**src/rtl/din_arb_pkg.sv**
```systemverilog
// rtl/din_arb_pkg.sv - shared types, defaults and round-robin helper for the DIN event arbiter
package din_arb_pkg;

  typedef enum logic {
    IDLE  = 1'b0,
    GRANT = 1'b1
  } arb_state_e;

  localparam int unsigned DEF_NCH  = 4;
  localparam int unsigned DEF_HOLD = 3;

  // Channel that follows idx in round-robin order; n-1 wraps back to 0.
  function automatic int unsigned rr_next(input int unsigned idx, input int unsigned n);
    return (idx + 32'd1 >= n) ? 32'd0 : idx + 32'd1;
  endfunction

endpackage

```
**src/rtl/din_edge_sync.sv**
```systemverilog
// rtl/din_edge_sync.sv - three-flop synchronizer with rising-edge detect for one async line
module din_edge_sync (
  input  logic clk_i,
  input  logic rst_ni,
  input  logic din_i,
  output logic edge_o
);

  logic s1_q;
  logic s2_q;
  logic s3_q;

  always_ff @(posedge clk_i) begin
    if (!rst_ni) begin
      s1_q <= 1'b0;
      s2_q <= 1'b0;
      s3_q <= 1'b0;
    end else begin
      s1_q <= din_i;
      s2_q <= s1_q;
      s3_q <= s2_q;
    end
  end

  // Only flopped stages feed the detector, so din_i never reaches logic directly.
  assign edge_o = s2_q & ~s3_q;

endmodule

```
**src/rtl/din_event_arbiter.sv**
```systemverilog
// rtl/din_event_arbiter.sv - round-robin grant of one shared resource among NCH async event lines
module din_event_arbiter
  import din_arb_pkg::*;
#(
  parameter int unsigned NCH  = DEF_NCH,
  parameter int unsigned HOLD = DEF_HOLD,
  parameter int unsigned IDW  = $clog2(NCH)
) (
  input  logic           CLK,
  input  logic           RST,
  input  logic [NCH-1:0] DIN,
  output logic           DOUT,
  output logic [NCH-1:0] GNT,
  output logic [IDW-1:0] GNT_ID,
  output logic           BUSY,
  output logic [NCH-1:0] PEND,
  output logic [NCH-1:0] OVF
);

  localparam int unsigned CW = (HOLD > 1) ? $clog2(HOLD) : 1;

  arb_state_e     state_q;
  logic           dout_q;
  logic           busy_q;
  logic [NCH-1:0] gnt_q;
  logic [IDW-1:0] gnt_id_q;
  logic [IDW-1:0] last_q;
  logic [CW-1:0]  cnt_q;
  logic [NCH-1:0] pend_q;
  logic [NCH-1:0] pend_d;
  logic [NCH-1:0] ovf_q;
  logic [NCH-1:0] ovf_d;

  logic [NCH-1:0] edge_w;
  logic           win_valid;
  logic [IDW-1:0] win_id;
  logic [NCH-1:0] win_oh;
  logic           grant_now;
  logic [NCH-1:0] clr_mask;
  int unsigned    idx;
  logic [IDW-1:0] idx_l;

  for (genvar g = 0; g < NCH; g++) begin : g_sync
    din_edge_sync u_sync (
      .clk_i  (CLK),
      .rst_ni (RST),
      .din_i  (DIN[g]),
      .edge_o (edge_w[g])
    );
  end

  // Scan starts one past the last winner so every pending channel is reached within NCH grants.
  always_comb begin
    win_valid = 1'b0;
    win_id    = '0;
    idx_l     = '0;
    idx       = 32'(last_q);
    for (int i = 0; i < int'(NCH); i++) begin
      idx   = rr_next(idx, NCH);
      idx_l = IDW'(idx);
      if (!win_valid && pend_q[idx_l]) begin
        win_valid = 1'b1;
        win_id    = idx_l;
      end
    end
  end

  assign win_oh    = {{(NCH-1){1'b0}}, 1'b1} << win_id;
  assign grant_now = (state_q == IDLE) && win_valid;
  assign clr_mask  = grant_now ? win_oh : '0;

  // A fresh edge beats the grant clear; an edge landing on a still-pending flag coalesces and is flagged.
  always_comb begin
    pend_d = (pend_q & ~clr_mask) | edge_w;
    ovf_d  = ovf_q | (edge_w & pend_q & ~clr_mask);
  end

  always_ff @(posedge CLK) begin
    if (!RST) begin
      state_q  <= IDLE;
      dout_q   <= 1'b0;
      busy_q   <= 1'b0;
      gnt_q    <= '0;
      gnt_id_q <= '0;
      last_q   <= IDW'(NCH - 1);
      cnt_q    <= '0;
      pend_q   <= '0;
      ovf_q    <= '0;
    end else begin
      pend_q <= pend_d;
      ovf_q  <= ovf_d;
      case (state_q)
        IDLE: begin
          if (win_valid) begin
            gnt_q    <= win_oh;
            gnt_id_q <= win_id;
            dout_q   <= 1'b1;
            busy_q   <= 1'b1;
            last_q   <= win_id;
            cnt_q    <= CW'(HOLD - 1);
            state_q  <= GRANT;
          end
        end
        GRANT: begin
          dout_q <= 1'b0;
          if (cnt_q == '0) begin
            gnt_q   <= '0;
            busy_q  <= 1'b0;
            state_q <= IDLE;
          end else begin
            cnt_q <= cnt_q - 1'b1;
          end
        end
        default: state_q <= IDLE;
      endcase
    end
  end

  assign DOUT   = dout_q;
  assign GNT    = gnt_q;
  assign GNT_ID = gnt_id_q;
  assign BUSY   = busy_q;
  assign PEND   = pend_q;
  assign OVF    = ovf_q;

endmodule

```
**config.mk**
```make
export PLATFORM = sky130hd
export DESIGN_NAME = din_event_arbiter
export DESIGN_NICKNAME = d
export VERILOG_FILES = /design/src/rtl/din_arb_pkg.sv /design/src/rtl/din_edge_sync.sv /design/src/rtl/din_event_arbiter.sv
export SDC_FILE = /design/constraint.sdc
export NUM_CORES = 1
export LEC_CHECK = 0
export ABC_AREA = 0
export ABC_CLOCK_PERIOD_IN_PS = 2900
export CAP_MARGIN = 20
export CORE_UTILIZATION = 54
export DETAILED_ROUTE_END_ITERATION = 6
export PLACE_DENSITY = 0.79
export SLEW_MARGIN = 20
export SYNTH_ARGS = -nofsm -noshare
export SYNTH_HDL_FRONTEND = slang
export SYNTH_SLANG_ARGS = --single-unit
```
**constraint.sdc**
```tcl
create_clock -name CLK -period 2.9 [get_ports CLK]
set_clock_uncertainty 0.1 [all_clocks]
set_input_delay 0.29 -clock CLK [delete_from_list [all_inputs] [get_ports CLK]]
set_output_delay 0.29 -clock CLK [all_outputs]
set_load 0.02 [all_outputs]
```
* Word-level counts from Yosys, hierarchy flattened
Cells that the tools add are included.
** Word-level totals
- Logic and storage cells :: 98
- Input port bits :: 6
- Memories :: 0
- Register bits :: 33
- Memory bits (writable) :: 0
- Latch bits :: 0
- Output and inout bits :: 16
- Bits in read-only memories :: 0
** Cells by class
- Shift-type cells :: 1
- Magnitude comparators :: 8
- Multiply operators :: 0
- Divide/modulo/power cells :: 0
- Equality and inequality tests :: 3
- Bitwise gates (word level) :: 15
- $add $sub $neg :: 5
- Multiplexer cells :: 34
- Reduce and logical (&&, ||, !) cells :: 11
** Operator list (number)
- >= comparator 32 x 3 -> 1 bit, second input constant :: 3
- 2-to-1 mux 4 bit :: 4
- 2-to-1 mux 2 bit :: 7
- AND 4 bit :: 3
- less-than comparator 2 x 3 -> 1 bit, second input constant :: 4
- 2-to-1 mux 1 bit :: 12
- binary-select mux 1 bit (select 2 bit) :: 4
- OR 4 bit :: 2
- one-hot mux 4 bit (2 select lines) :: 1
- adder 5 x 1 -> 6 bit, second input constant :: 1
- >= comparator 6 x 3 -> 1 bit, second input constant :: 1
- one-hot mux 1 bit (2 select lines) :: 3
- AND reduction 2 bit :: 3
- adder 4 x 1 -> 5 bit, second input constant :: 1
- 2-to-1 mux 5 bit :: 1
- inverter 1 bit :: 5
- adder 3 x 1 -> 4 bit, second input constant :: 1
- AND 1 bit :: 4
- logical AND 1 bit :: 4
- != test 2 bit, second input constant :: 2
- inverter 4 bit :: 1
- one-hot mux 2 bit (2 select lines) :: 1
- << shifter 1 x 2 -> 4 bit, first input constant :: 1
- adder 2 x 1 -> 3 bit, second input constant :: 1
- 5 further kinds :: 7

* Longest topological paths before layout
- Depth in word-level cells :: 21
- Gate-level depth with buffers :: 10
- Mapped depth without buffers :: 8

* Hierarchy
From an unflattened synthesis, not the netlist that was laid out.
** Unflattened totals
- Cell total of the unflattened synthesis :: 174
- Area total of the unflattened synthesis :: 1652.8 sq um
** Modules (own cells, without submodules)
- din_event_arbiter :: instances 1, cells each 146, area each 1282.5 sq um
- din_edge_sync :: instances 4, cells each 7, area each 92.6 sq um

* Least setup slack after synthesis
OpenSTA, ideal clock, no wires.
- Path kind :: register to register
- Start point :: register last_q[0]
- End point :: register last_q[1]
- Arrival :: 2.373 ns
- Buffers on the path :: 2
- Path slack :: 0.302 ns
- Library setup time :: 0.125 ns
- Clock period less this slack :: 2.598 ns
- Data required time :: 2.675 ns
- Stages on the path, launching flop included :: 11
- Cell sequence :: dfxtp_1 buf_6 inv_1 ha_1 buf_2 nor4b_1 a211oi_1 o221a_2 nor3_1 mux2i_1 nand2_1
** Between the ends
- Word-level cells in the longest chain between the ends :: 17
- Elaborated cells between the ends (all ways) :: 35
- Classes of those cells :: add/sub (4); order compare (4); mux (20); reduce/logical (7)
** Ends and longest elaborated chain
- start: declaration :: RTL line din_event_arbiter.sv:27 : logic [IDW-1:0] last_q;
- start signal: assignment :: RTL line din_event_arbiter.sv:85 : last_q <= IDW'(NCH - 1);
- start signal: assignment :: RTL line din_event_arbiter.sv:99 : last_q <= win_id;
- adder 2 x 1 -> 3 bit * :: RTL line din_arb_pkg.sv:14 : return (idx + 32'd1 >= n) ? 32'd0 : idx + 32'd1;
- >= comparator 32 x 3 -> 1 bit :: RTL line din_arb_pkg.sv:14
- 2-to-1 mux 3 bit * :: RTL line din_arb_pkg.sv:14
- adder 3 x 1 -> 4 bit :: RTL line din_arb_pkg.sv:14
- >= comparator 32 x 3 -> 1 bit :: RTL line din_arb_pkg.sv:14
- 2-to-1 mux 4 bit :: RTL line din_arb_pkg.sv:14
- adder 4 x 1 -> 5 bit or binary-select mux 1 bit (select 2 bit) (tied branches) :: RTL line din_arb_pkg.sv:14, din_event_arbiter.sv:61
- >= comparator 32 x 3 -> 1 bit or 2-to-1 mux 1 bit (tied branches) :: RTL line din_arb_pkg.sv:14, din_event_arbiter.sv:61
- 2-to-1 mux 5 bit or logical AND 1 bit (tied branches) :: RTL line din_arb_pkg.sv:14, din_event_arbiter.sv:61
- adder 5 x 1 -> 6 bit, or another cell as far along :: RTL line din_arb_pkg.sv:14
- >= comparator 6 x 3 -> 1 bit, or another cell as far along :: RTL line din_arb_pkg.sv:14
- 2-to-1 mux 2 bit or logical AND 1 bit (tied branches) :: RTL line din_arb_pkg.sv:14, din_event_arbiter.sv:61
- binary-select mux 1 bit (select 2 bit) or 2-to-1 mux 1 bit (tied branches) :: RTL line din_event_arbiter.sv:61 : if (!win_valid && pend_q[idx_l]) begin
- 2-to-1 mux 1 bit (not written as such) or zero test 1 bit (tied branches) :: RTL line din_event_arbiter.sv:61
- logical AND 1 bit :: RTL line din_event_arbiter.sv:61
- 2-to-1 mux 1 bit :: RTL line din_event_arbiter.sv:61
- AND reduction 2 bit (no source line)
Every way passes the cells marked *; elsewhere a longest branch is shown, timed or not. The select of a mux whose other input is x is not followed.
A chain may end at the register's enable or synchronous reset.

* Worst setup path in the final report
- Start point :: register last_q[0]
- End point :: register gnt_q[2], in the netlist GNT[2]
** Between the ends
- Word-level cells in the longest chain between the ends :: 19
- Elaborated cells between the ends (all ways) :: 39
- Classes of those cells :: add/sub (4); order compare (4); eq/ne (1); shift (1); mux (22); reduce/logical (7)
** Ends and longest elaborated chain
- adder 2 x 1 -> 3 bit * :: RTL line din_arb_pkg.sv:14
- >= comparator 32 x 3 -> 1 bit :: RTL line din_arb_pkg.sv:14
- 2-to-1 mux 3 bit * :: RTL line din_arb_pkg.sv:14
- adder 3 x 1 -> 4 bit :: RTL line din_arb_pkg.sv:14
- >= comparator 32 x 3 -> 1 bit :: RTL line din_arb_pkg.sv:14
- 2-to-1 mux 4 bit :: RTL line din_arb_pkg.sv:14
- adder 4 x 1 -> 5 bit or binary-select mux 1 bit (select 2 bit) (tied branches) :: RTL line din_arb_pkg.sv:14, din_event_arbiter.sv:61
- >= comparator 32 x 3 -> 1 bit or 2-to-1 mux 1 bit (tied branches) :: RTL line din_arb_pkg.sv:14, din_event_arbiter.sv:61
- [... 3 more ...]
- 2-to-1 mux 2 bit or logical AND 1 bit (tied branches) :: RTL line din_arb_pkg.sv:14, din_event_arbiter.sv:61
- binary-select mux 1 bit (select 2 bit) or 2-to-1 mux 1 bit (tied branches) :: RTL line din_event_arbiter.sv:61
- 2-to-1 mux 1 bit (not written as such) or zero test 1 bit (tied branches) :: RTL line din_event_arbiter.sv:61
- logical AND 1 bit :: RTL line din_event_arbiter.sv:61
- 2-to-1 mux 2 bit :: RTL line din_event_arbiter.sv:61
- << shifter 1 x 2 -> 4 bit :: RTL line din_event_arbiter.sv:68 : assign win_oh = {{(NCH-1){1'b0}}, 1'b1} << win_id;
- 2-to-1 mux 4 bit :: RTL line din_event_arbiter.sv:94 : if (win_valid) begin
- one-hot mux 4 bit (2 select lines) :: RTL line din_event_arbiter.sv:92 : case (state_q)
- end signal: assignment :: RTL line din_event_arbiter.sv:95 : gnt_q <= win_oh;
- end: declaration :: RTL line din_event_arbiter.sv:25 : logic [NCH-1:0] gnt_q;
Marked as above.

==> metrics.csv <==
metric;value;unit
Power Dens Cells;954;nW/um^2
Post-synth EDFFs;0;
Tot GR Track Use;23.9;%
combinational share of power;51.2;%
CTS buffer count;5;
Area growth syn-to-layout;19.6;%
Max IR drop VDD;0.617;mV
root buf cell;clkbuf_4;
area share of the largest cell type after synthesis;40.7;%
post-layout min period;2670;ps
Yosys cell types;41;
Synth top cells by count;33 x dfxtp_1, 13 x and2_1, 12 x o21ai_0;
PnR Total Power;0.00185;W
# IOs;22;
hpwl dp;2490;um
Post-DRT Antenna Nets;0;
clock buffer depth;2;
Tightest Pin Transition;454;ps
area of the core;2810;um^2
GPL Wtd Cong;0.834;
FILL cells;235;
GRT busiest layer;met2;
cell count after synthesis;176;
share of layout cells above drive strength 1;12.6;%
Syn Area/Cell;9.23;um^2
ys flop type;dfxtp_1;
Wirelength per Cell;15.2;um
critical path peak fanout;10;
Switching Power;0.000770;W
# setup viols final;0;
hold endpoint;g_sync[0].u_sync.s2_q$_SDFF_PN0_;
Resize count post-CTS;0;
WP data required;3060;ps
Slew Viols, Final;0;
Seq/Total Area, Yosys;40.7;%
die width;56.8;um
clock power share;14.6;%
M1 GR Usage;32.2;%
status;finished, violations left;
met3 Resource Use GR;6.68;%
pin count of the biggest net entering global routing;22;
Final #Nets;210;
sequential share of power;34.2;%
Initial Utilization;57.9;%
Iter 0 DRT Violations;72;
FF-to-FF path depth;9;
CTS tree;built;
# rows;19;
Worst-Skew Late Latency;320;ps
DRC;2;
cell taking the most area after synthesis;dfxtp_1;
met2 usage;38.8;%
asr flop ratio synth;0;%
ANT cells;0;
number of port buffers;21;
failing checks;DRC;
Worst-path clk slew;100;ps
Synth Cell Area;1620;um^2
Pint;0.00108;W
setup bufs post-CTS;0;
initial antenna violation count;0;
main area contributors after synthesis;dfxtp_1 41%, and2_1 5.0%, ha_1 4.6%;
Final TNS setup;0;ps
final hold violations;0;
reg2reg start;last_q[0]$_SDFFE_PN1N_;
Worst setup SP type;register;
Die Span Y;56.8;um
critical path class;reg -> reg;
crit path DAT;2830;ps
reg2reg end;GNT[2]$_SDFFE_PN0P_;
drt total wl;3490;um
max_cap viols;0;
most common cell in the netlist;dfxtp_1;
final period utilization;92.0;%
sw frac;41.6;%
RSZ-0062 raised after global routing;no;
via/cell ratio;6.04;
Vias;1390;
critical path endpoint category;register;
Slew headroom;69.4;%
Pleak;0.750;nW
DR pass1 iterations;6;
HP Start;g_sync[0].u_sync.s1_q$_SDFF_PN0_;
H-tree depth;2;
Synth Register Bits;33;
die area;3230;um^2
global route total overflow;0;
vias in the first global route;1265;
Syn Nets;188;
R2R setup slack;230;ps
Min-Delay Path Class;reg -> reg;
Yosys warning total;0;
clock sinks;33;
# hold bufs at CTS;0;
hold path cells;1;
first-pass GRT wire length;5950;um
Fmax;0.375;GHz
fin util;69.2;%
[worst max-delay path, stage by stage, from the launching register on]
cell and delay, ps:
dfxtp_2 450, inv_1 110, ha_1 370, buf_4 190, nor2_1 50, a21oi_1 270
nor2_1 80, o31a_1 370, o31ai_4 410, a32o_1 230
[layer usage]
layer | wire length [um] | part of all wire (%)
met1 | 1600 | 46
met2 | 1680 | 48
met3 | 199 | 5.7
met4 | 9 | 0.26
met5 | 0 | 0
[power groups by stage]
stage / sequential, W / combinational (W) / clock (W)
after detailed placement: 0.000636 / 0.000915 / 0
final: 0.000633 / 0.000949 / 0.000270
after floorplan: 0.000638 / 0.000651 / 0
after global placement: 0.000631 / 0.000900 / 0
after CTS: 0.000627 / 0.000925 / 0.000278
after global routing: 0.000647 / 0.00104 / 0.000297
[cells in the final DEF, fill, tap and decap left out, types with 2 or more instances in the layout]
cell type | netlist | final
dfxtp_1 | 33 | 32
nor4_1 | 3 | 3
ha_1 | 6 | 6
nand2_1 | 9 | 9
buf_4 | 0 | 6
inv_1 | 8 | 8
o21bai_1 | 5 | 5
a32o_1 | 4 | 4
nor4b_1 | 2 | 2
mux2i_1 | 3 | 3
mux4_2 | 3 | 3
a21oi_1 | 9 | 9
or3_1 | 3 | 3
and2_1 | 13 | 13
clkbuf_4 | 0 | 5
o21ai_0 | 12 | 12
nor2_1 | 10 | 10
nor2b_1 | 6 | 6
nor3_1 | 6 | 6
o31ai_4 | 1 | 2
a211oi_1 | 4 | 4
o211a_1 | 2 | 2
nand3_1 | 4 | 4
nor3b_1 | 2 | 2
clkdlybuf4s50_1 | 0 | 21
[logic make-up (layout without fill, tap and decap cells)]
| logic type | after synthesis | in the layout | share of synthesized area (%) |
|---|---|---|---|
| adder cells (fa/ha/maj) | 6 | 6 | 4.62 |
| buffers and inverters | 20 | 43 | 5.32 |
| AND/OR/NAND/NOR | 62 | 62 | 20.8 |
| AO/OA/AOI/OAI | 49 | 49 | 22.6 |
| multiplexers | 6 | 6 | 6.01 |
| flip-flops | 33 | 33 | 40.7 |
[final cells by class]
type,instances,area (um^2),share of cell area (%)
clock buffer,6,51.3,2.64
clock inverter,2,13.8,0.709
multi-input combinational,123,891,45.9
tap,31,38.8,2.00
timing repair buffer,27,255,13.1
sequential,33,662,34.1
inverter,8,30.0,1.55
[metrics by stage]
stage | instance area, um^2 | hold WS [ps] | setup WS (ps) | instances
after floorplan | 1620 | 312 | 302 | 176
after global placement | 1860 | 314 | 228 | 222
after detailed placement | 1860 | 319 | 143 | 222
after CTS | 1930 | 345 | 81.5 | 230
after global routing | 1940 | 364 | 29.8 | 230
final | 1940 | 343 | 231 | 230
[registers in the layout, indices dropped and copies added (netlist names)]
name / cells
last_q: 2
g_sync.u_sync.s3_q: 4
OVF: 4
g_sync.u_sync.s1_q: 4
PEND: 4
cnt_q: 2
g_sync.u_sync.s2_q: 4
GNT_ID: 2
DOUT: 1
state_q: 1
GNT: 4
BUSY: 1
[worst max path at each step]
stage | from | endpoint | slack (ps) | depth (start not counted)
after floorplan | last_q[0]$_SDFFE_PN1N_ | last_q[1]$_SDFFE_PN1N_ | 300 | 10
after global placement | last_q[0]$_SDFFE_PN1N_ | GNT[1]$_SDFFE_PN0P_ | 230 | 7
after detailed placement | last_q[0]$_SDFFE_PN1N_ | GNT[1]$_SDFFE_PN0P_ | 140 | 7
after CTS | last_q[0]$_SDFFE_PN1N_ | GNT[1]$_SDFFE_PN0P_ | 80 | 7
after global routing | last_q[0]$_SDFFE_PN1N_ | GNT[2]$_SDFFE_PN0P_ | 30 | 9
final | last_q[0]$_SDFFE_PN1N_ | GNT[2]$_SDFFE_PN0P_ | 230 | 9
No activity file was read; power rests on OpenSTA's default activity.
